### src/rtl/instr_sequencer.sv
// Program buffer and issue controller: a host loads instruction words, then the
// block presents them to the processor one at a time, advancing on proc_done.
module instr_sequencer #(
  parameter int unsigned DEPTH = 16,
  parameter int unsigned AW    = 4,
  parameter int unsigned IW    = 16
) (
  input  logic          clock,
  input  logic          resetn,
  input  logic          load_valid,
  input  logic [IW-1:0] load_data,
  output logic          load_ready,
  input  logic          clear,
  input  logic          start,
  input  logic          stop,
  input  logic          proc_done,
  output logic [IW-1:0] iin,
  output logic          issue,
  output logic          busy,
  output logic          halted,
  output logic [AW-1:0] pc,
  output logic [AW:0]   count
);

  localparam int unsigned CW = AW + 1;

  typedef enum logic [1:0] {StIdle, StIssue, StWait, StDone} state_e;

  state_e        state_q, state_d;
  logic [AW-1:0] pc_q, pc_d;
  logic [AW:0]   count_q, count_d;
  logic [IW-1:0] iin_q, iin_d;
  logic          wr_en;
  logic [IW-1:0] mem_q [DEPTH];

  logic [AW-1:0] pc_nxt;
  logic          last_word;

  assign pc_nxt    = pc_q + AW'(1);
  assign last_word = ({1'b0, pc_q} == (count_q - CW'(1)));

  assign load_ready = (state_q == StIdle) && (count_q < CW'(DEPTH));
  assign issue      = (state_q == StIssue);
  assign busy       = (state_q == StIssue) || (state_q == StWait);
  assign halted     = (state_q == StDone);
  assign iin        = iin_q;
  assign pc         = pc_q;
  assign count      = count_q;

  // Next-state logic; iin is only reloaded on a transition into StIssue.
  always_comb begin
    state_d = state_q;
    pc_d    = pc_q;
    count_d = count_q;
    iin_d   = iin_q;
    wr_en   = 1'b0;
    unique case (state_q)
      StIdle: begin
        if (clear) begin
          count_d = '0;
        end else if (load_valid && load_ready) begin
          wr_en   = 1'b1;
          count_d = count_q + CW'(1);
        end else if (start && (count_q != '0)) begin
          pc_d    = '0;
          iin_d   = mem_q[0];
          state_d = StIssue;
        end
      end
      StIssue: begin
        state_d = stop ? StIdle : StWait;
      end
      StWait: begin
        // stop wins over proc_done, and pc is left where it was
        if (stop) begin
          state_d = StIdle;
        end else if (proc_done) begin
          if (last_word) begin
            state_d = StDone;
          end else begin
            pc_d    = pc_nxt;
            iin_d   = mem_q[pc_nxt];
            state_d = StIssue;
          end
        end
      end
      StDone: begin
        if (clear) begin
          count_d = '0;
          state_d = StIdle;
        end else if (start) begin
          pc_d    = '0;
          iin_d   = mem_q[0];
          state_d = StIssue;
        end
      end
      default: state_d = StIdle;
    endcase
  end

  // Control state with asynchronous reset.
  always_ff @(posedge clock or negedge resetn) begin
    if (!resetn) begin
      state_q <= StIdle;
      pc_q    <= '0;
      count_q <= '0;
      iin_q   <= '0;
    end else begin
      state_q <= state_d;
      pc_q    <= pc_d;
      count_q <= count_d;
      iin_q   <= iin_d;
    end
  end

  // Program storage is never reset; count alone defines what is valid.
  always_ff @(posedge clock) begin
    if (wr_en) begin
      mem_q[count_q[AW-1:0]] <= load_data;
    end
  end

endmodule

### config.mk
export PLATFORM = sky130hd
export DESIGN_NAME = instr_sequencer
export DESIGN_NICKNAME = d
export VERILOG_FILES = /design/src/rtl/instr_sequencer.sv
export SDC_FILE = /design/constraint.sdc
export NUM_CORES = 1
export LEC_CHECK = 0
export CAP_MARGIN = 0
export CORE_MARGIN = 5
export CORE_UTILIZATION = 60
export DETAILED_ROUTE_END_ITERATION = 8
export PLACE_DENSITY = 0.79
export SYNTH_ARGS = -nofsm -noshare
export SYNTH_HDL_FRONTEND = slang
export SYNTH_SLANG_ARGS = --single-unit
### constraint.sdc
create_clock -name clock -period 3.2 [get_ports clock]
set_input_delay 0.64 -clock clock [delete_from_list [all_inputs] [get_ports clock]]
set_output_delay 0.64 -clock clock [all_outputs]
set_load 0.1 [all_outputs]
======== After elaboration in Yosys (flattened, before gate mapping) ========
Memories as Yosys holds them, arrays and structs flattened.
Index checks and enable logic that the tools add are counted.
Widths: inputs -> output; s select.
storage, ports and cells
  register bits ........................... 27
  bits in writable memories ............... 256
  bits of input ports ..................... 23
  output and inout bits ................... 29
  word-level logic and storage cells ...... 73
  memories kept ........................... 1
operators by class
  add/subtract/negate cells ............... 3
  $lt $le $gt $ge ......................... 1
  equality and inequality tests ........... 16
  mux-type cells .......................... 37
  reductions and logical operators ........ 11
memories
  name   words  bits a word  read ports  clocked after memory_dff  write ports  line  RTL
  mem_q  16     16           2           0                         1            34    logic [IW-1:0] mem_q [DEPTH];
operator list
  kind                 count
  $mux 16              8
  $pmux 16 s3          1
  $mux 4               8
  $mux 2               9
  $ne 2x2->1 const B   8
  $mux 5               3
  $pmux 4 s3           1
  $pmux 5 s2           1
  $reduce_and 9->1     1
  $pmux 2 s4           1
  $ne 3x3->1 const B   2
  $add 5x1->5 const B  1
  $eq 4x5->1           1
  $lt 5x5->1 const B   1
  $mux 1               5
  $reduce_and 5->1     1
  $reduce_bool 5->1    1
  $sub 5x1->5 const B  1
  $add 4x1->4 const B  1
  $eq 2x2->1 const B   2
  $logic_and 1x1->1    3
  $ne 3x2->1 const B   1
  $reduce_and 3->1     1
  $reduce_bool 3->1    1
  5 further kinds      5

======== Depth between registers and ports, before layout ========
  depth after elaboration ................. 8
  gate-level depth with buffers ........... 9
  mapped depth without buffers ............ 7

======== Worst setup path after synthesis ========
No wires, ideal clock.
  path type ............................... register to register
  start ................................... register count_q[4] (netlist: count[4])
  end ..................................... memory mem_q[0][0] (enable)
  setup time .............................. 0.409 ns
  arrival ................................. 3.948 ns
  required time ........................... 2.791 ns
  setup slack ............................. -1.158 ns
  cell stages (with the launch flop) ...... 5
  buffers on the path ..................... 0
  clock period less this slack ............ 4.358 ns
  path through ............................ dfrtp_1 -> nor2b_1 -> and3b_1 -> nand2_1 -> nor3_1
between the ends
  cells in the longest elaborated chain, start to end .. 8
RTL lines
  item                          line  RTL
  start: declaration            31    logic [AW:0] count_q, count_d;
  start signal: assignment      111   count_q <= count_d;
  $lt 5x5->1                    42    assign load_ready = (state_q == StIdle) && (count_q < CW'(DEPTH));
  $logic_and 1x1->1             42
  named net load_ready          12    output logic load_ready,
  $logic_and 1x1->1             61    end else if (load_valid && load_ready) begin
  $mux 1                        61
  $mux 1                        59    if (clear) begin
  $mux 1                        57    unique case (state_q)
  $mux 1                        118   if (wr_en) begin
  $mux 1 (not written as such)  119   mem_q[count_q[AW-1:0]] <= load_data;
  end: declaration              34
The timed path passes the listed nets, and every way through them passes these cells.

======== Final worst setup path ========
  start ................................... register count_q[0] (netlist: count[0])
  end ..................................... register iin_q[2] (netlist: iin[2])
between the ends
  cells in the longest elaborated chain, start to end .. 5
  elaborated cells between the ends (all ways) .. 11
  classes of those cells .................. add/sub (1); order compare (1); eq/ne (4); reduce/logical (5)
RTL lines
  item                                                                 line  RTL
  parallel branches: the longest is 4 deep, another holds $sub 5x1->5  n/a
  $reduce_and 9->1 (no line) *                                         n/a
  end signal: assignment                                               112   iin_q <= iin_d;
  end: declaration                                                     32    logic [IW-1:0] iin_q, iin_d;
Every way passes the cells marked *.
A chain may end at the register's enable or synchronous reset.

==> summary.md <==
| Metric | Value |
|---|---|
| H-Tree Depth | 1 |
| CTS buffer count | 28 |
| Hold crit path type | reg2reg |
| Power Dens Cells | 833 nW/um2 |
| CP Data Arrival Time | between 3000 and 4000 ps |
| EDFF count, synth | between 200 and 300 |
| Ant diodes | 0 |
| CP Max Fanout | 13 |
| Post-layout nets | ~760 |
| Final setup skew | approximately 17 ps |
| Fin cells | 1002 |
| GRT Total Usage | 23.1% |
| Core area | approximately 19000 um2 |
| Sequential share of power | 39.8% |
| Slowest CP cell | dfrtp_1 |
| Post-Syn Instances | 635 |
| Synth area leader | edfxtp_1 |
| Fill cells | 1093 |
| Vias in the first global route | ~6400 |
| Syn Area/Cell | 18.1 um2 |
| Internal power | 7360 uW |
| Leak pwr | 0.00449 uW |
| First-pass GRT wire length | roughly 38000 um |
| Fmax achieved | between 0.3 and 0.4 GHz |
| Worst-skew pair later-pin latency | 540 ps |
| Status | complete, no violations |
| Clk root buf | clkbuf_16 |
| Antenna violations before repair | 0 |
| Prevailing post-synth register cell | edfxtp_1 |
| Maxcap violations | 0 |
| Synthesized Nets | roughly 670 |
| WS Path Type | reg2reg |
| Yosys warnings | 0 |
| Setup TNS | 0 ps |
| IR Drop Worst-Case VDD | between 0.0004 and 0.0005 V |
| Sequential share of the synthesized area | 72.6% |
| Sw Ratio | 34.2% |
| Slew Viols, Final | 0 |
| DR WL/cell | approximately 25 um |
| Slew headroom | 42.1% |
| Gr ovfl total | 0 |
| Clock power share | 29.0% |
| Reg2Reg Setup Slack | 400 ps |
| DR pass1 iterations | 5 |
| RSZ-0062 raised after global routing | no |
| Critical path required time | 3640 ps |
| # DRC | 0 |
| Via count | 6145 |
| Async S/R FF share, synth | 9.54% |
| Synth-to-Final Area Change | 16.6% |
| FF+latch count, synth | about 280 |
| CP cell instances | inv_1 > ha_1 > nor4b_1 > o31ai_1 > nand2_1 > nor3_4 > buf_4 > mux2i_1 |
| Synth Cell Area | 11500 um2 |
| Routability cong. | 0.810 |
| Tmin final | 2800 ps |
| Worst-Margin Slew | between 800 and 900 ps |
| Top-area cell type share of the netlist area | between 60% and 70% |
| Die Height | 149 um |
| Post-CTS Hold Fix Bufs | 0 |
| Largest stage delay, worst path | just over 500 ps |
| Routed Antenna Nets | 0 |
| Rows | 50 |
| Starting DRT DRC Count | 676 |
| DP HPWL | 15200 um |
| Startpoint types | flop |
| # clock sinks | 283 |
| Via-per-instance ratio | 6.13 |
| Fin util | 71.3% |
| Unique masters post-synth | between 40 and 50 |
| Max Root-Sink Buffers | 3 |
| Post-detailed-routing wire length | 24900 um |
| Placed Cells | 952 |
| Switching Power | 3830 uW |
| CTS tree | yes |
| Worst-path clk slew | 60 ps |
| Post-CTS Repair Setup Buffers | 0 |
| Full die area | 22100 um2 |
| Logic pwr share | 31.3% |
| Post-cts sizing count | 0 |
| Overall power | 11200 uW |
| Share of post-route cells with drive strength above 1 | between 20% and 30% |
| Period utilization | 87.4% |
| Final hold vios | 0 |
| Die Wd | approximately 150 um |
| Final setup fails | 0 |
| # port buffers | just over 50 |
| Largest net degree at the start of global routing | 50 |
| CP Capture Type | flop |
| Starting Density | 61.2% |
| Top post-synthesis cells by area | edfxtp_1 67%, mux4_2 13%, dfrtp_1 5.9% |
| Io pins | 52 |
==> cell usage in the layout (no fill, tap or decap), types with 15 or more instances in the layout <==
master	n
edfxtp_1	256
mux2i_1	18
dfrtp_1	26
clkbuf_16	29
inv_1	24
buf_4	66
nand2_1	46
mux4_2	64
o221ai_1	17
nor2_1	52
clkdlybuf4s50_1	22
nand4_1	15
==> Yosys cell counts, types with 2 or more instances <==
library cell and instances:
buf_4 6, ha_1 10, clkbuf_1 17, nor3_1 6
mux4_2 64, nor2b_1 3, edfxtp_1 256, o31ai_1 3
dfrtp_1 27, nand3_1 4, a21oi_1 3, buf_2 6
mux2i_1 18, buf_1 2, buf_6 2, nor2_1 60
nand2_1 46, o41ai_1 2, o221ai_1 17, o21ai_0 6
nand4_1 15, xor2_1 3, inv_1 24, nand2b_1 9
xnor2_1 5
==> stage by stage <==
step	worst slack, ps	hold slack (ps)	instance area [um2]
2_1_floorplan	175	344	11500
3_3_place_gp	335	516	12500
3_5_place_dp	276	527	12500
4_1_cts	428	538	13400
5_1_grt	232	547	13400
6_report	403	537	13400
==> path summary, 6_finish.rpt <==
| path | startpoint | endpoint | cells past startpoint |
|---|---|---|---|
| setup reg to reg | count[0]$_DFFE_PN0P_ | iin[2]$_DFFE_PN0P_ | 8 |
| hold reg to reg | iin[0]$_DFFE_PN0P_ | iin[0]$_DFFE_PN0P_ | 2 |
| max in group asynchronous | resetn | iin[1]$_DFFE_PN0P_ | 2 |
| setup / recovery | count[0]$_DFFE_PN0P_ | iin[2]$_DFFE_PN0P_ | 8 |
| min in group asynchronous | resetn | iin[6]$_DFFE_PN0P_ | 1 |
| hold / removal | iin[0]$_DFFE_PN0P_ | iin[0]$_DFFE_PN0P_ | 2 |
==> flip-flops by register name, summed over array words and instances (netlist names) <==
name     cells
count        5
iin         16
state_q      2
pc           4
mem_q      256
==> per-layer routing <==
layer	vias to the layer above	GRT usage, %	share of wire [%]
li1	2670	-	-
met1	3116	31.9	38
met2	298	37.9	49
met3	61	4.72	9.3
met4	0	7.02	3.2
met5	-	0	0
==> cells by family (layout without fill, tap and decap cells) <==
family	Yosys count	in the layout	share of synthesized area (%)
XOR/XNOR	8	8	0.608
multiplexers	84	84	14.3
AO/OA/AOI/OAI	40	40	2.82
AND/OR/NAND/NOR	152	152	6.13
flip-flops	283	283	72.6
buffers and inverters	58	165	2.42
adder cells (fa/ha/maj)	10	10	1.09
==> power by group through the flow <==
stage	registers [uW]	clock network (uW)	logic, uW
after floorplan	5370	0	1880
after global placement	4500	0	3420
after detailed placement	4520	0	3480
after CTS	4440	3270	3510
after global routing	4470	3480	3670
final	4450	3240	3500
==> critical path, delay by kind of cell, from the launching register on <==
kind / cells / cell delay [ps]
AOI/OAI and AO/OA: 1 / 370
adders and majority gates: 1 / 320
buffers and inverters: 2 / 440
DFF: 1 / 510
muxes: 1 / 260
and+or+nand+nor: 3 / 800
==> layout make-up <==
type                       count  area (um2)  share of cell area, %
timing repair buffer          91         776                   5.78
tap                          260         325                   2.42
sequential                   283        8370                   62.3
inverter                      24        90.1                  0.671
multi-input combinational    294        2950                   21.9
clock inverter                10         119                  0.885
clock buffer                  40         807                   6.01
No activity file was read; power rests on OpenSTA's default activity.
==> patch (config.mk and constraints unchanged) <==
The 4 states of `state_e` get a one-hot encoding in 4 bits.
--- a/src/rtl/instr_sequencer.sv
+++ b/src/rtl/instr_sequencer.sv
@@ -26,3 +26,3 @@
 
-  typedef enum logic [1:0] {StIdle, StIssue, StWait, StDone} state_e;
+  typedef enum logic [3:0] {StIdle = 4'b0001, StIssue = 4'b0010, StWait = 4'b0100, StDone = 4'b1000} state_e;
 
Function: no difference found for any inputs over 4 cycles, from zero or initial values and one cycle with resetn low; so few cycles prove little.
==> patch against the original RTL <==
- final area fell by 0.29%
- synthesized cell count shrank 7.6%
- wire length fell by 4.2%
- critical path type is now register to output port
- sequential cell count rose by 2
- largest power group unchanged
- setup slack lost 0.18 ns
- total power decreased by 16%
- core utilization fell by 1.8 points
- highest routed layer unchanged
- clock power decreased by 8.6%
- area after synthesis rose by 1.1%
==> patch: results (changes against the original RTL) <==
synth:
  yosys-top-cells-area: "edfxtp_1, mux4_2, dfrtp_1"
  postSynthCellCount: 587  # -7.6%
  syn_nets: 615  # -7.9%
  ys_types: 50  # +8.7%
  synth_edf_count: 256  # unchanged
  synthTopCellsByCount: "edfxtp_1, mux4_2, mux2i_1"
  synth_async_sr_flop_share_pct: 10.18  # +0.63 points
  seq_area_frac_synth_pct: 72.27  # -0.35 points
  yosys_warnings: 0  # unchanged
die:
  core_area_um2: 19270  # +2.3%
place:
  place_hpwl_mm: 14.17  # -6.6%
  dp_cells: 905  # -4.9%
  place_congestion: 0.8347  # +3.1%
  placed_cell_area_um2: 12560  # +0.44%
  portBuffers: 51  # unchanged
timing:
  finClkSkew_ns: 0.009675  # -0.007782 ns
  worst_pin_slew_ns: 0.7968  # -0.06843 ns
worst_hold_path:
  hold_path.class: "register to register"
  hold_path_depth: 1  # -1
route:
  via_count: 5743  # -6.5%
  drt_pass1_iterations: 5  # unchanged
  first_iter_violations: 571  # -16%
  wirelength_mm: 23.84  # -4.2%
final_layout:
  drive_gt1_share_pct: 30.42  # +4.1 points
  largest_reg_flops: 256  # unchanged
  diodes: 0  # unchanged
  final_nets: 697  # -7.7%
  fin_cells: 952  # -5.0%
clock_network:
  clk_latency_ns: 0.53
  root_buffer: "clkbuf_16"
  h-tree-depth: 1  # unchanged
  cts_buffer_depth: 3  # unchanged
  clk_pin_slew_ns: 0.06  # about the same
  numCtsBuffers: 27  # -3.6%
  cts_resized: 0  # unchanged
  post_cts_buffers: 0  # unchanged
setup_path:
  arrival_ns: 2.34  # -0.90 ns
  max_stage_delay_ns: 0.82  # +0.31 ns
  crit_family: "simple AND/OR/NAND/NOR gates"
  ff2ff_path_depth: 8  # unchanged
  crit_fanout: 35  # +22
  cp_slowest_cell: "or4b_4"
grt:
  first_global_vias: 6012  # -6.7%
  grt_pass1_wl_mm: 36.74  # -3.5%
  antenna_found_initial: 0  # unchanged
  track_usage_pct: 22.25  # -0.85 points
  grt_max_degree: 65  # +30%
power:
  peakVddDrop_mv: 0.4296  # -11%
  p_leak_nw: 4.435  # -1.3%
status:
  status: "finished, final reports clean"
[patch: final cells by class]
class / instances / area [µm²]
clock buffers: 38 / 777.0
clock inverters: 9 / 55.05
fillers: 1189 / 5881
inverters: 10 / 40.04
multi-input cells: 260 / 3038
flip-flops and latches: 285 / 8418
well taps: 265 / 331.6
repair buffers: 85 / 730.7
[patch: metal layers]
metal  part of all wire [%]  wire length (µm)  global-route usage, %
met1                     42              9904                  32.93
met2                     48             11530                  35.48
met3                    7.9              1888                  3.646
met4                    2.1               512                  5.629
met5                      0                 0                      0
[patch: stage by stage]
step | setup slack (ns) | hold WS (ns)
CTS | 0.2069 | 0.5139
global placement | 0.3159 | 0.4982
finish | 0.2204 | 0.5127
global route | 0.1353 | 0.5387
detailed placement | 0.2927 | 0.5053
floorplan | 0.05492 | 0.3444
[patch: logic make-up after synthesis]
family	count (synthesis)	synth area share (%)
adders and majority gates	5	0.5373
and+or+nand+nor	76	3.697
muxes	131	18.76
AOI/OAI and AO/OA	36	1.902
DFF	285	72.27
xor gates and xnor gates	12	0.9027
buffers and inverters	42	1.924
[patch: worst register-to-register path, delay by kind of cell (launching register included)]
family / cells / cell delay [ns]
buffers and inverters: 2 / 0.43
muxes: 1 / 0.39
adders and majority gates: 1 / 0.28
DFF: 1 / 0.52
AOI/OAI and AO/OA: 2 / 0.73
and+or+nand+nor: 2 / 0.37
[patch: power breakdown]
part           switching [mW]  internal [mW]
registers               0.155           4.27
logic                    1.43          0.576
clock network            1.27           1.69
[patch: worst paths after layout]
check,from,slack [ns],endpoint
max,state_q[3],0.22,busy
min,iin[2],0.51,iin[2]
max reg2reg,count[0],0.37,iin[12]
min reg2reg,iin[2],0.51,iin[2]
max in group asynchronous,resetn,2.36,pc[0]
min in group asynchronous,resetn,0.52,iin[9]
